### config.mk
export PLATFORM = sky130hd
export DESIGN_NAME = fetch_ctrl_flat
export DESIGN_NICKNAME = d
export VERILOG_FILES = /design/src/rtl/fetch_ctrl_if.sv /design/src/rtl/fetch_ctrl.sv /design/src/flat_wrapper.sv
export SDC_FILE = /design/constraint.sdc
export NUM_CORES = 1
export LEC_CHECK = 0
export ABC_AREA = 1
export CORE_MARGIN = 1
export CORE_UTILIZATION = 30
export CTS_BUF_LIST = sky130_fd_sc_hd__clkbuf_8
export DETAILED_ROUTE_END_ITERATION = 8
export GPL_ROUTABILITY_DRIVEN = 0
export GPL_TIMING_DRIVEN = 0
export PLACE_DENSITY = 0.58
export SLEW_MARGIN = 20
export SYNTH_ARGS = -nofsm -noshare
export SYNTH_HDL_FRONTEND = slang
export SYNTH_SLANG_ARGS = --single-unit
### constraint.sdc
create_clock -name clk -period 4.8 [get_ports clk]
set_clock_uncertainty 0.05 [all_clocks]
set_input_delay 1.2 -clock clk [delete_from_list [all_inputs] [get_ports clk]]
set_output_delay 1.2 -clock clk [all_outputs]
set_load 0.01 [all_outputs]
### src/rtl/fetch_ctrl_if.sv
// Fetch-control handshake bundle: hazard/redirect/interrupt inputs and PC-steering outputs.
interface fetch_ctrl_if;
    logic        stall;
    logic        EXT_in;
    logic        interrupt_en;
    logic        irq_return;
    logic        pc_next_sel;
    logic        pcJalSrc_EXE;
    logic [1:0]  pc_src;
    logic        pc_en;
    logic        flush;
    logic        irq_ack;
    logic        in_handler;
    logic [15:0] redirect_cnt;

    modport master (
        output stall, EXT_in, interrupt_en, irq_return, pc_next_sel, pcJalSrc_EXE,
        input  pc_src, pc_en, flush, irq_ack, in_handler, redirect_cnt
    );

    modport slave (
        input  stall, EXT_in, interrupt_en, irq_return, pc_next_sel, pcJalSrc_EXE,
        output pc_src, pc_en, flush, irq_ack, in_handler, redirect_cnt
    );
endinterface

### src/rtl/fetch_ctrl.sv
// Fetch controller: PC mux/enable, pipeline flush and interrupt entry/return sequencing.
// Optional FETCH_CTRL_IRQ_SYNC_EN adds a two-flop synchronizer on EXT_in.
module fetch_ctrl (
    input  logic        clk,
    input  logic        rst,
    fetch_ctrl_if.slave bus
);
    typedef enum logic [1:0] {S_BOOT, S_RUN, S_IRQ_PEND, S_HANDLER} state_t;

    state_t      r_state;
    state_t      w_next;
    logic        w_ext;
    logic        w_irq_req;
    logic        w_redirect;
    logic        w_entry;
    logic [15:0] r_redirect_cnt;

`ifdef FETCH_CTRL_IRQ_SYNC_EN
    logic r_sync1;
    logic r_sync2;

    always_ff @(posedge clk or negedge rst) begin
        if (!rst) begin
            r_sync1 <= 1'b0;
            r_sync2 <= 1'b0;
        end else begin
            r_sync1 <= bus.EXT_in;
            r_sync2 <= r_sync1;
        end
    end

    assign w_ext = r_sync2;
`else
    assign w_ext = bus.EXT_in;
`endif

    assign w_redirect = bus.pc_next_sel && (r_state != S_BOOT);
    assign w_irq_req  = w_ext && bus.interrupt_en && (r_state != S_HANDLER);
    // A latched pending request enters regardless of the current EXT_in level.
    assign w_entry    = !w_redirect && !bus.stall &&
                        (((r_state == S_RUN) && w_irq_req) || (r_state == S_IRQ_PEND));

    always_ff @(posedge clk or negedge rst) begin
        if (!rst) r_state <= S_BOOT;
        else      r_state <= w_next;
    end

    always_comb begin
        w_next = r_state;
        case (r_state)
            S_BOOT:     w_next = S_RUN;
            S_RUN: begin
                if (w_entry)                      w_next = S_HANDLER;
                else if (!w_redirect && w_irq_req) w_next = S_IRQ_PEND;
            end
            S_IRQ_PEND: if (w_entry)        w_next = S_HANDLER;
            S_HANDLER:  if (bus.irq_return) w_next = S_RUN;
            default:    w_next = S_BOOT;
        endcase
    end

    always_comb begin
        bus.pc_src     = 2'b00;
        bus.pc_en      = !bus.stall;
        bus.flush      = 1'b0;
        bus.irq_ack    = 1'b0;
        bus.in_handler = (r_state == S_HANDLER);
        if (r_state == S_BOOT) begin
            bus.pc_en = 1'b0;
            bus.flush = 1'b1;
        end else if (w_redirect) begin
            bus.pc_src = bus.pcJalSrc_EXE ? 2'b10 : 2'b01;
            bus.pc_en  = 1'b1;
            bus.flush  = 1'b1;
        end else if (w_entry) begin
            bus.pc_src  = 2'b11;
            bus.pc_en   = 1'b1;
            bus.flush   = 1'b1;
            bus.irq_ack = 1'b1;
        end
    end

    always_ff @(posedge clk or negedge rst) begin
        if (!rst)
            r_redirect_cnt <= 16'd0;
        else if (w_redirect && (r_redirect_cnt != 16'hFFFF))
            r_redirect_cnt <= r_redirect_cnt + 16'd1;
    end

    assign bus.redirect_cnt = r_redirect_cnt;
endmodule

### src/flat_wrapper.sv
// flat-port wrapper written by rule: the top's interface ports become plain ports
module fetch_ctrl_flat 
  (clk, rst, bus_stall, bus_EXT_in, bus_interrupt_en, bus_irq_return, bus_pc_next_sel, bus_pcJalSrc_EXE, bus_pc_src, bus_pc_en, bus_flush, bus_irq_ack, bus_in_handler, bus_redirect_cnt);
  fetch_ctrl_if bus_i ();
  input  logic clk;
  input  logic rst;
  input wire logic [$bits(bus_i.stall)-1:0] bus_stall;
  input wire logic [$bits(bus_i.EXT_in)-1:0] bus_EXT_in;
  input wire logic [$bits(bus_i.interrupt_en)-1:0] bus_interrupt_en;
  input wire logic [$bits(bus_i.irq_return)-1:0] bus_irq_return;
  input wire logic [$bits(bus_i.pc_next_sel)-1:0] bus_pc_next_sel;
  input wire logic [$bits(bus_i.pcJalSrc_EXE)-1:0] bus_pcJalSrc_EXE;
  output wire logic [$bits(bus_i.pc_src)-1:0] bus_pc_src;
  output wire logic [$bits(bus_i.pc_en)-1:0] bus_pc_en;
  output wire logic [$bits(bus_i.flush)-1:0] bus_flush;
  output wire logic [$bits(bus_i.irq_ack)-1:0] bus_irq_ack;
  output wire logic [$bits(bus_i.in_handler)-1:0] bus_in_handler;
  output wire logic [$bits(bus_i.redirect_cnt)-1:0] bus_redirect_cnt;
  assign bus_i.stall = bus_stall;
  assign bus_i.EXT_in = bus_EXT_in;
  assign bus_i.interrupt_en = bus_interrupt_en;
  assign bus_i.irq_return = bus_irq_return;
  assign bus_i.pc_next_sel = bus_pc_next_sel;
  assign bus_i.pcJalSrc_EXE = bus_pcJalSrc_EXE;
  assign bus_pc_src = bus_i.pc_src;
  assign bus_pc_en = bus_i.pc_en;
  assign bus_flush = bus_i.flush;
  assign bus_irq_ack = bus_i.irq_ack;
  assign bus_in_handler = bus_i.in_handler;
  assign bus_redirect_cnt = bus_i.redirect_cnt;
  fetch_ctrl u_core (.clk(clk), .rst(rst), .bus(bus_i));
endmodule
==> metrics.txt <==
DR pass1 iterations 4; crit path launch type primary input; Slew Viols, Final 0; vias in the first global route ~1100; dpl hpwl around 2.2 mm; placed cell areas 1633 um^2; Multi-input gate area ~730 um^2; routed len/inst 10.42 um; met3 WL 124 um; CTS Buf Count 3; RSZ-0062 raised after global routing no; largest net degree at the start of global routing 19; Final Hold Viols 0; Seq. cell area around 450 um^2; slowest cell on the critical path clkdlybuf4s50_1; Tmin final about 4100 ps; critical path data arrival time approximately 2900 ps; Setup-failing EPs final 0; # diodes 0; worst-margin pin slew 835.0 ps; total grt overflow 0; register bit total from synthesis 18; Pleak about 0.8 nW; Setup Crit Path Kind in2out; Pwr Density ~380 nW/um^2; first-pass GRT wire length approximately 4.8 mm; die height approximately 67 um; Crit. End Element output pin; critical-path maximum fanout 9; H-tree depth 1; Detail Route Antenna Nets 0; DIE AREA about 4500 um^2; Hold Buf Count CTS 0; Crit path top cell by count nand2_1; Gate Count Post-Synth 195; Top Family by Delay on Critical Path buffers and inverters; Relative slew margins around 44%; Post-Layout Inst Area around 1700 um^2; Root Driver clkbuf_8; Starting Density 31.54%; Synth area leaders dfrtp_1 35%, nand2_1 26%, inv_1 6.7%, nor2_1 5.9%, ha_1 4.9%; Buf/Inv on CP 4; most common cell after layout, fill and taps aside nand2_1; beginning of the critical path bus_pc_next_sel; Layout area overhead 31.87%; Max Freq between 0.2 and 0.25 GHz; initial antenna violation count 0; post_cts resized 0; Hold Slack between 400 and 500 ps; post-synth top area cell dfrtp_1; Die X between 60 and 70 um; Final #Nets approximately 240; CTS tree built; period utilisation layout 85.82%; Remaining DRCs 0; Seq/Total Area, Yosys a little over a third; CTS max path bufs 2; Setup TNS Final 0 ps; Skew-Pair Late Insertion Delay roughly 260 ps; Max-Cap Viols 0; Synth top area share a little over a third; Setup Buffers After CTS 0; routed vias/inst approximately 4.5; Cell Chain, Critical Path clkdlybuf4s50_1, nand2_1, nand2_1, inv_1, nand2_1, inv_1, nand2_1, a21oi_1, clkdlybuf4s50_1; FP Rows 23; Avg Inst Size Synth between 6 and 7 um^2; initial DRC count 43; Post-Syn Area ~1300 um^2; vias between 1000 and 1500; Global Route Usage Sum approximately 14%; Clock Pin Slew Worst Setup and Hold Paths approximately 70 ps; hold path startpoint u_core.r_state[1]$_DFFE_PN0P_; HP Class reg2reg; FILL cells around 450; # IOs 30; total wire length roughly 2.9 mm; RR Startpoint u_core.bus.redirect_cnt[0]$_DFFE_PN0P_; Syn. warnings 0; WL met2 between 1 and 1.5 mm; clk sinks 18; Syn Nets between 200 and 250; wl on met1 1.495 mm; peak supply drop 0.0002281 V; commonest non-fill, non-tap cells in the layout 88 x nand2_1, 29 x clkdlybuf4s50_1, 23 x inv_1, 20 x nor2_1, 18 x dfrtp_1; Netlist cell types 19; layout cell share with drive strength beyond 1 4.825%; worst path required time ~3600 ps; highest routed layer met4; CP peak stage delay roughly 550 ps; I/O Buffers 29; Core Area about 4000 um^2; status finished, final reports clean
## final timing paths
check                           depth (start not counted)  slack [ps]                                       to
min in group asynchronous                               1        1370   u_core.bus.redirect_cnt[1]$_DFFE_PN0P_
worst min-delay path                                    2         490            u_core.r_state[1]$_DFFE_PN0P_
max in group asynchronous                               1        2810            u_core.r_state[1]$_DFFE_PN0P_
worst max register to register                          9        2950  u_core.bus.redirect_cnt[14]$_DFFE_PN0P_
worst min register to register                          2         490            u_core.r_state[1]$_DFFE_PN0P_
worst max-delay path                                    9         680                            bus_pc_src[1]
## state kept, by name (all words and copies together), names as in the netlist
signal and cells:
u_core.bus.redirect_cnt 16, u_core.r_state 2
## cells by family (layout without fill, tap and decap cells)
family | Yosys count | after routing | share of synthesized area (%)
xor+xnor | 6 | 6 | 4.106
flops | 18 | 18 | 35.19
buf+inv | 25 | 58 | 8.015
simple gates | 133 | 133 | 43.79
compound gates | 8 | 8 | 4.008
fa+ha+maj | 5 | 5 | 4.888
## metal layers
layer  up-vias  global-route usage [%]
met4         0                   6.383
met2        30                   22.88
met3         4                   2.196
met1       540                   18.94
met5         -                       0
li1        671                       -
## tightest hold or removal path: stages, from the launching register on
cell     delay (ps)
dfrtp_1         390
nand2_1          60
nand2_1          50
## where the power goes
group          leakage [nW]  switching [mW]  total [mW]  internal [mW]
Clock                0.0288          0.0533       0.126         0.0730
Combinational         0.524           0.161       0.305          0.144
Sequential            0.242          0.0369       0.215          0.178
Total                 0.795           0.251       0.646          0.395
## cell type report
type / count / share of cell area, %
Sequential cell: 18 / 26.69
Multi-Input combinational cell: 152 / 43.07
Inverter: 23 / 5.115
Buffer: 2 / 0.9637
Timing Repair Buffer: 29 / 17.20
Tap cell: 50 / 3.706
Clock buffer: 4 / 3.262
## through the flow
stage               utilization, %  power (mW)  instances  setup WS [ps]
floorplan                        -      0.4022        195           1658
global placement             40.24      0.5264        274          685.2
detailed placement           40.24      0.5269        274          690.9
CTS                          41.60      0.6594        278          671.5
global route                 41.60      0.7093        278          475.6
finish                       41.60      0.6459        278          680.5
## cells in the mapped netlist
library cell   n
nor2_1        20
o21ai_0        5
o21ai_4        1
nand4_1        7
ha_1           5
nand3_1       12
or2_2          1
xnor2_1        6
nand3b_1       1
nor2_4         1
inv_1         23
nand3_2        1
nor3_1         1
buf_6          1
nand2_4        1
a21oi_1        2
buf_2          1
nand2_1       88
dfrtp_1       18
(Power assumes the default switching activity.)
==> RTL edit 1, RTL diff (config.mk and constraints unchanged) <==
Re-encode `state_t` (4 states) as Gray code, 2 bits wide.
--- a/src/rtl/fetch_ctrl.sv
+++ b/src/rtl/fetch_ctrl.sv
@@ -7,3 +7,3 @@
 );
-    typedef enum logic [1:0] {S_BOOT, S_RUN, S_IRQ_PEND, S_HANDLER} state_t;
+    typedef enum logic [1:0] {S_BOOT = 2'b00, S_RUN = 2'b01, S_IRQ_PEND = 2'b11, S_HANDLER = 2'b10} state_t;
 
Check against the original RTL: no difference found for any inputs over 10 cycles, from zero or initial values and one cycle with rst low; not proved beyond that.
==> RTL edit 1 against the original RTL <==
  * Synthesized cell count is 14% lower
  * Die area is 5.6% lower
  * Final area is 4.5% lower
  * Largest cell class unchanged
  * Synthesized area is 5.8% lower
  * Sequential power is 17% higher
  * Wire length is 6.1% lower
  * Power is 4.7% higher
  * Setup slack better by 0.15 ns
  * Sequential cell count stayed put
  * Final cell count is 10% lower
  * Critical path type unchanged
  * Register-to-register slack better by 0.27 ns
==> RTL edit 1: results (changes against the original RTL) <==
metric,value,unit,change
hold_depth,2,,unchanged
crit_end,bus_flush,,
placed_area,0.00156,sq mm,-4.7%
h-tree-depth,1,,unchanged
nets,211,,-13%
hold_start,u_core.r_state[1]$_DFFE_PN0P_,,
synth-xor-area-share,0.0581,,+0.0170
vdd.ir_drop.worst,0.196,mV,-14%
r2r_slack,3.22,ns,+0.27 ns
portBuffers,29,,unchanged
clk_latency,0.26,ns,about the same
slowest_stage,clkdlybuf4s50_1,,
reg2reg_to,u_core.bus.redirect_cnt[9]$_DFFE_PN0P_,,
diodes,0,,unchanged
leakage,0.719,nW,-9.6%
synth_compound_area_frac,0.0685,,+0.0284
cts_made_buffers,3,,unchanged
worst_pin_slew,0.845,ns,+0.00965 ns
synth-seq-area-share,0.373,,+0.0215
synth_warnings,0,,unchanged
ys_types,21,,+2
grt_pass1_wl,4.71,mm,-1.3%
grt_util_all_layers,0.145,,+0.00169
critPathMaxFanout,4,,-5
grt_max_degree,19,,unchanged
status,completed,,
post-cts-setup-buffers,0,,unchanged
ctsResizeCount,0,,unchanged
drt-initial-drc-count,49,,+14%
ys_async_sr_fraction,1.00,,unchanged
routed_wirelength,2.72,mm,-6.1%
r2r-start,u_core.bus.redirect_cnt[0]$_DFFE_PN0P_,,
grt_pass1_vias,989,,-9.2%
largest_reg_flops,16,,unchanged
muxShareOfSynthArea,0,,unchanged
vias,1123,,-9.8%
antenna_found_initial,0,,unchanged
first_pass_iters,4,,unchanged
setup_violations,0,,unchanged
yosysMostFrequentCell,nand2_1,,
whs_endpoint,u_core.r_state[1]$_DFFE_PN0P_,,
path_clk_slew,0.07,ns,about the same
ff2ff_path_depth,9,,unchanged
max_stage_delay,0.55,ns,about the same
synth_nets,177,,-15%
synthAdderAreaFrac,0.0104,,-0.0385
min_path_type,reg -> reg,,
cts.path.max_buffers,2,,unchanged
synth.area.top_cells,"dfrtp_1 37%, nand2_1 16%, nand3_1 7.1%",,
root_buffer,clkbuf_8,,
dp.final_hpwl,2.08,mm,-4.9%
yosys-top-cells-count,"53 x nand2_1, 18 x dfrtp_1, 17 x nand3_1, 17 x nor2_1, 16 x inv_1",,
final_layout_size_suffix_gt1_frac,0.144,,+0.0960
cp_top_family,buffers and inverters,,
cp.arrival,2.72,ns,-0.15 ns
setup.worst_path.start,bus_pc_next_sel,,
-- RTL edit 1: power by group --
| part | internal [mW] | leakage, nW | total [mW] | switching [mW] |
|---|---|---|---|---|
| registers | 0.192 | 0.235 | 0.252 | 0.0597 |
| clock network | 0.0730 | 0.0288 | 0.128 | 0.0550 |
| logic | 0.148 | 0.455 | 0.296 | 0.148 |
| total | 0.413 | 0.719 | 0.676 | 0.263 |
-- RTL edit 1: area by class of cell --
cell class,instances,area (sq um)
fillers,393,2160
multi-input cells,129,657
flip-flops and latches,18,450
repair buffers,29,290
inverters,17,63.8
well taps,48,60.1
clock buffers,4,55.1
plain buffers,4,35.0
-- RTL edit 1: stage by stage --
| step | std cells | power, mW | util | hold slack [ns] | setup slack, ns |
|---|---|---|---|---|---|
| floorplan | 168 | 0.420 | - | 0.446 | 1.73 |
| global placement | 245 | 0.550 | 0.413 | 0.481 | 0.806 |
| detailed placement | 245 | 0.553 | 0.413 | 0.483 | 0.824 |
| CTS | 249 | 0.685 | 0.427 | 0.502 | 0.824 |
| global route | 249 | 0.733 | 0.427 | 0.527 | 0.658 |
| finish | 249 | 0.676 | 0.427 | 0.497 | 0.828 |
-- RTL edit 1: metal layers --
| layer | part of all wire | track usage | up-vias |
|---|---|---|---|
| met5 | 0 | 0 | - |
| met4 | 0.017 | 0.0571 | 0 |
| met3 | 0.030 | 0.0226 | 5 |
| met2 | 0.41 | 0.209 | 18 |
| met1 | 0.55 | 0.213 | 501 |
| li1 | - | - | 599 |
-- RTL edit 1: kinds of logic after synthesis --
kind of cell,after synthesis
buffers and inverters,21
AOI/OAI and AO/OA,12
adders and majority gates,1
and+or+nand+nor,108
DFF,18
xor gates and xnor gates,8
==> RTL edit 2, RTL diff (same flow settings) <==
Made on the original files. Add a define of `FETCH_CTRL_IRQ_SYNC_EN`.
--- a/src/rtl/fetch_ctrl.sv
+++ b/src/rtl/fetch_ctrl.sv
@@ -2,2 +2,4 @@
 // Optional FETCH_CTRL_IRQ_SYNC_EN adds a two-flop synchronizer on EXT_in.
+`define FETCH_CTRL_IRQ_SYNC_EN
+
 module fetch_ctrl (
Behaviour: not the same (Yosys sat finds a counterexample within 4 cycles, from zero or initial values and one cycle with rst low).
==> RTL edit 2 against the original RTL <==
  * First-iteration DRC count shrank 14%
  * Final area grew 2.1%
  * Die area grew 3.8%
  * Register-to-register slack is essentially flat
  * Sequential cell count grew 2
  * Sequential share of layout area grew 2.3 points
  * Synthesized area grew 3.9%
  * Power shrank 0.45%
  * Wire length shrank 2.6%
  * Synthesized cell count grew 1.0%
  * Global-route usage shrank 0.18 points
  * Combinational power shrank 1%
  * Setup slack gained 0.015 ns
  * Critical path type unchanged
  * Critical endpoint unchanged
  * Highest routed layer unchanged
==> RTL edit 2: results (changes against the original RTL) <==
metric,value,unit,change
vdd.ir_drop.worst,0.137,mV,-40%
max_stage_delay,0.54,ns,
h-tree-depth,1,,unchanged
post-cts-setup-buffers,0,,unchanged
avgRoutedWirePerCell,10.1,um,-2.9%
ctsResizeCount,0,,unchanged
cts.path.max_buffers,2,,unchanged
status,completed,,
ys_async_sr_fraction,1.00,,unchanged
synth_nets,210,,+0.96%
detail_route.vias_per_cell,4.48,,+0.12%
min_path_type,reg -> reg,,
synth.area.top_cells,"dfrtp_1 38%, nand2_1 25%, inv_1 6.5%",,
grt_util_all_layers,0.141,,-0.00184
drt-initial-drc-count,37,,-14%
root_buffer,clkbuf_8,,
maxCapViolations,0,,unchanged
cp.arrival,2.85,ns,-0.02 ns
dp.final_hpwl,2.16,mm,-1.2%
grt_max_degree,21,,+2
fillerInstances,459,,+3.1%
leakage,0.811,nW,+2.0%
nets,244,,+0.83%
path_clk_slew,0.07,ns,about the same
ys_types,19,,unchanged
diodes,0,,unchanged
synth_warnings,0,,unchanged
final_layout_size_suffix_gt1_frac,0.0437,,-0.00458
cts_made_buffers,3,,unchanged
slowest_stage,clkdlybuf4s50_1,,
first_pass_iters,4,,unchanged
grt_pass1_vias,1143,,+5.0%
grt_pass1_wl,4.94,mm,+3.5%
clk_latency,0.26,ns,about the same
antenna_found_initial,0,,unchanged
synth-seq-area-share,0.376,,+0.0244
yosys-top-cells-count,"88 x nand2_1, 23 x inv_1, 20 x dfrtp_1, 20 x nor2_1, 12 x nand3_1",,
slew-limit-headroom,0.395,,-0.0468
dp_slack,0.684,ns,-0.00678 ns
portBuffers,29,,unchanged
critPathMaxFanout,9,,unchanged
largest_reg_flops,16,,unchanged
-- RTL edit 2: cell types whose count changed after synthesis --
cell and delta:
dfrtp_1 +2
-- RTL edit 2: cell families after synthesis --
logic type      after synthesis  share of synthesized area
simple gates                133                      0.421
xor+xnor                      6                     0.0395
compound gates                8                     0.0386
buf+inv                      25                     0.0771
fa+ha+maj                     5                     0.0470
flops                        20                      0.376
-- RTL edit 2: cell type report --
class                           count  share of cell area
Clock buffer                        3              0.0239
Multi-Input combinational cell    152               0.422
Inverter                           23              0.0501
Buffer                              2             0.00943
Timing Repair Buffer               29               0.168
Tap cell                           50              0.0363
Sequential cell                    20               0.290
-- RTL edit 2: path summary, 6_finish.rpt --
check                                                       startpoint  cells after the start  slack (ns)                                       to
max in group asynchronous                                          rst                      1        2.74            u_core.r_state[1]$_DFFE_PN0P_
worst min-delay path                          u_core.r_sync1$_DFF_PN0_                      0        0.30                 u_core.r_sync2$_DFF_PN0_
worst max-delay path                                   bus_pc_next_sel                      9        0.70                            bus_pc_src[1]
worst min register to register                u_core.r_sync1$_DFF_PN0_                      0        0.30                 u_core.r_sync2$_DFF_PN0_
worst max register to register  u_core.bus.redirect_cnt[0]$_DFFE_PN0P_                      8        2.94  u_core.bus.redirect_cnt[11]$_DFFE_PN0P_
min in group asynchronous                                          rst                      1        1.40   u_core.bus.redirect_cnt[0]$_DFFE_PN0P_
-- RTL edit 2: where the power goes --
group	switching (mW)	internal, mW
Sequential	0.0367	0.195
Clock	0.0538	0.0559
Combinational	0.158	0.143
Total	0.248	0.395
-- RTL edit 2: stage by stage --
stage	instance area [sq um]	hold slack, ns	std cells	total power, mW
after detailed placement	1680	0.285	276	0.541
after CTS	1720	0.301	279	0.654
after global routing	1720	0.307	279	0.699
final	1720	0.299	279	0.643
after global placement	1680	0.284	276	0.543
after floorplan	1330	0.281	197	0.420
-- RTL edit 2: per-layer routing --
metal / vias to the layer above / GRT usage / share of wire
li1: 683 / - / -
met1: 537 / 0.180 / 0.49
met2: 27 / 0.233 / 0.44
met3: 4 / 0.0197 / 0.052
met4: 0 / 0.0703 / 0.017
met5: - / 0 / 0
-- RTL edit 2: critical path: cells and delay by family --
family / cells / cell delay (ns)
buffers and inverters: 4 / 1.06
AO/OA/AOI/OAI: 1 / 0.13
AND/OR/NAND/NOR: 4 / 0.46
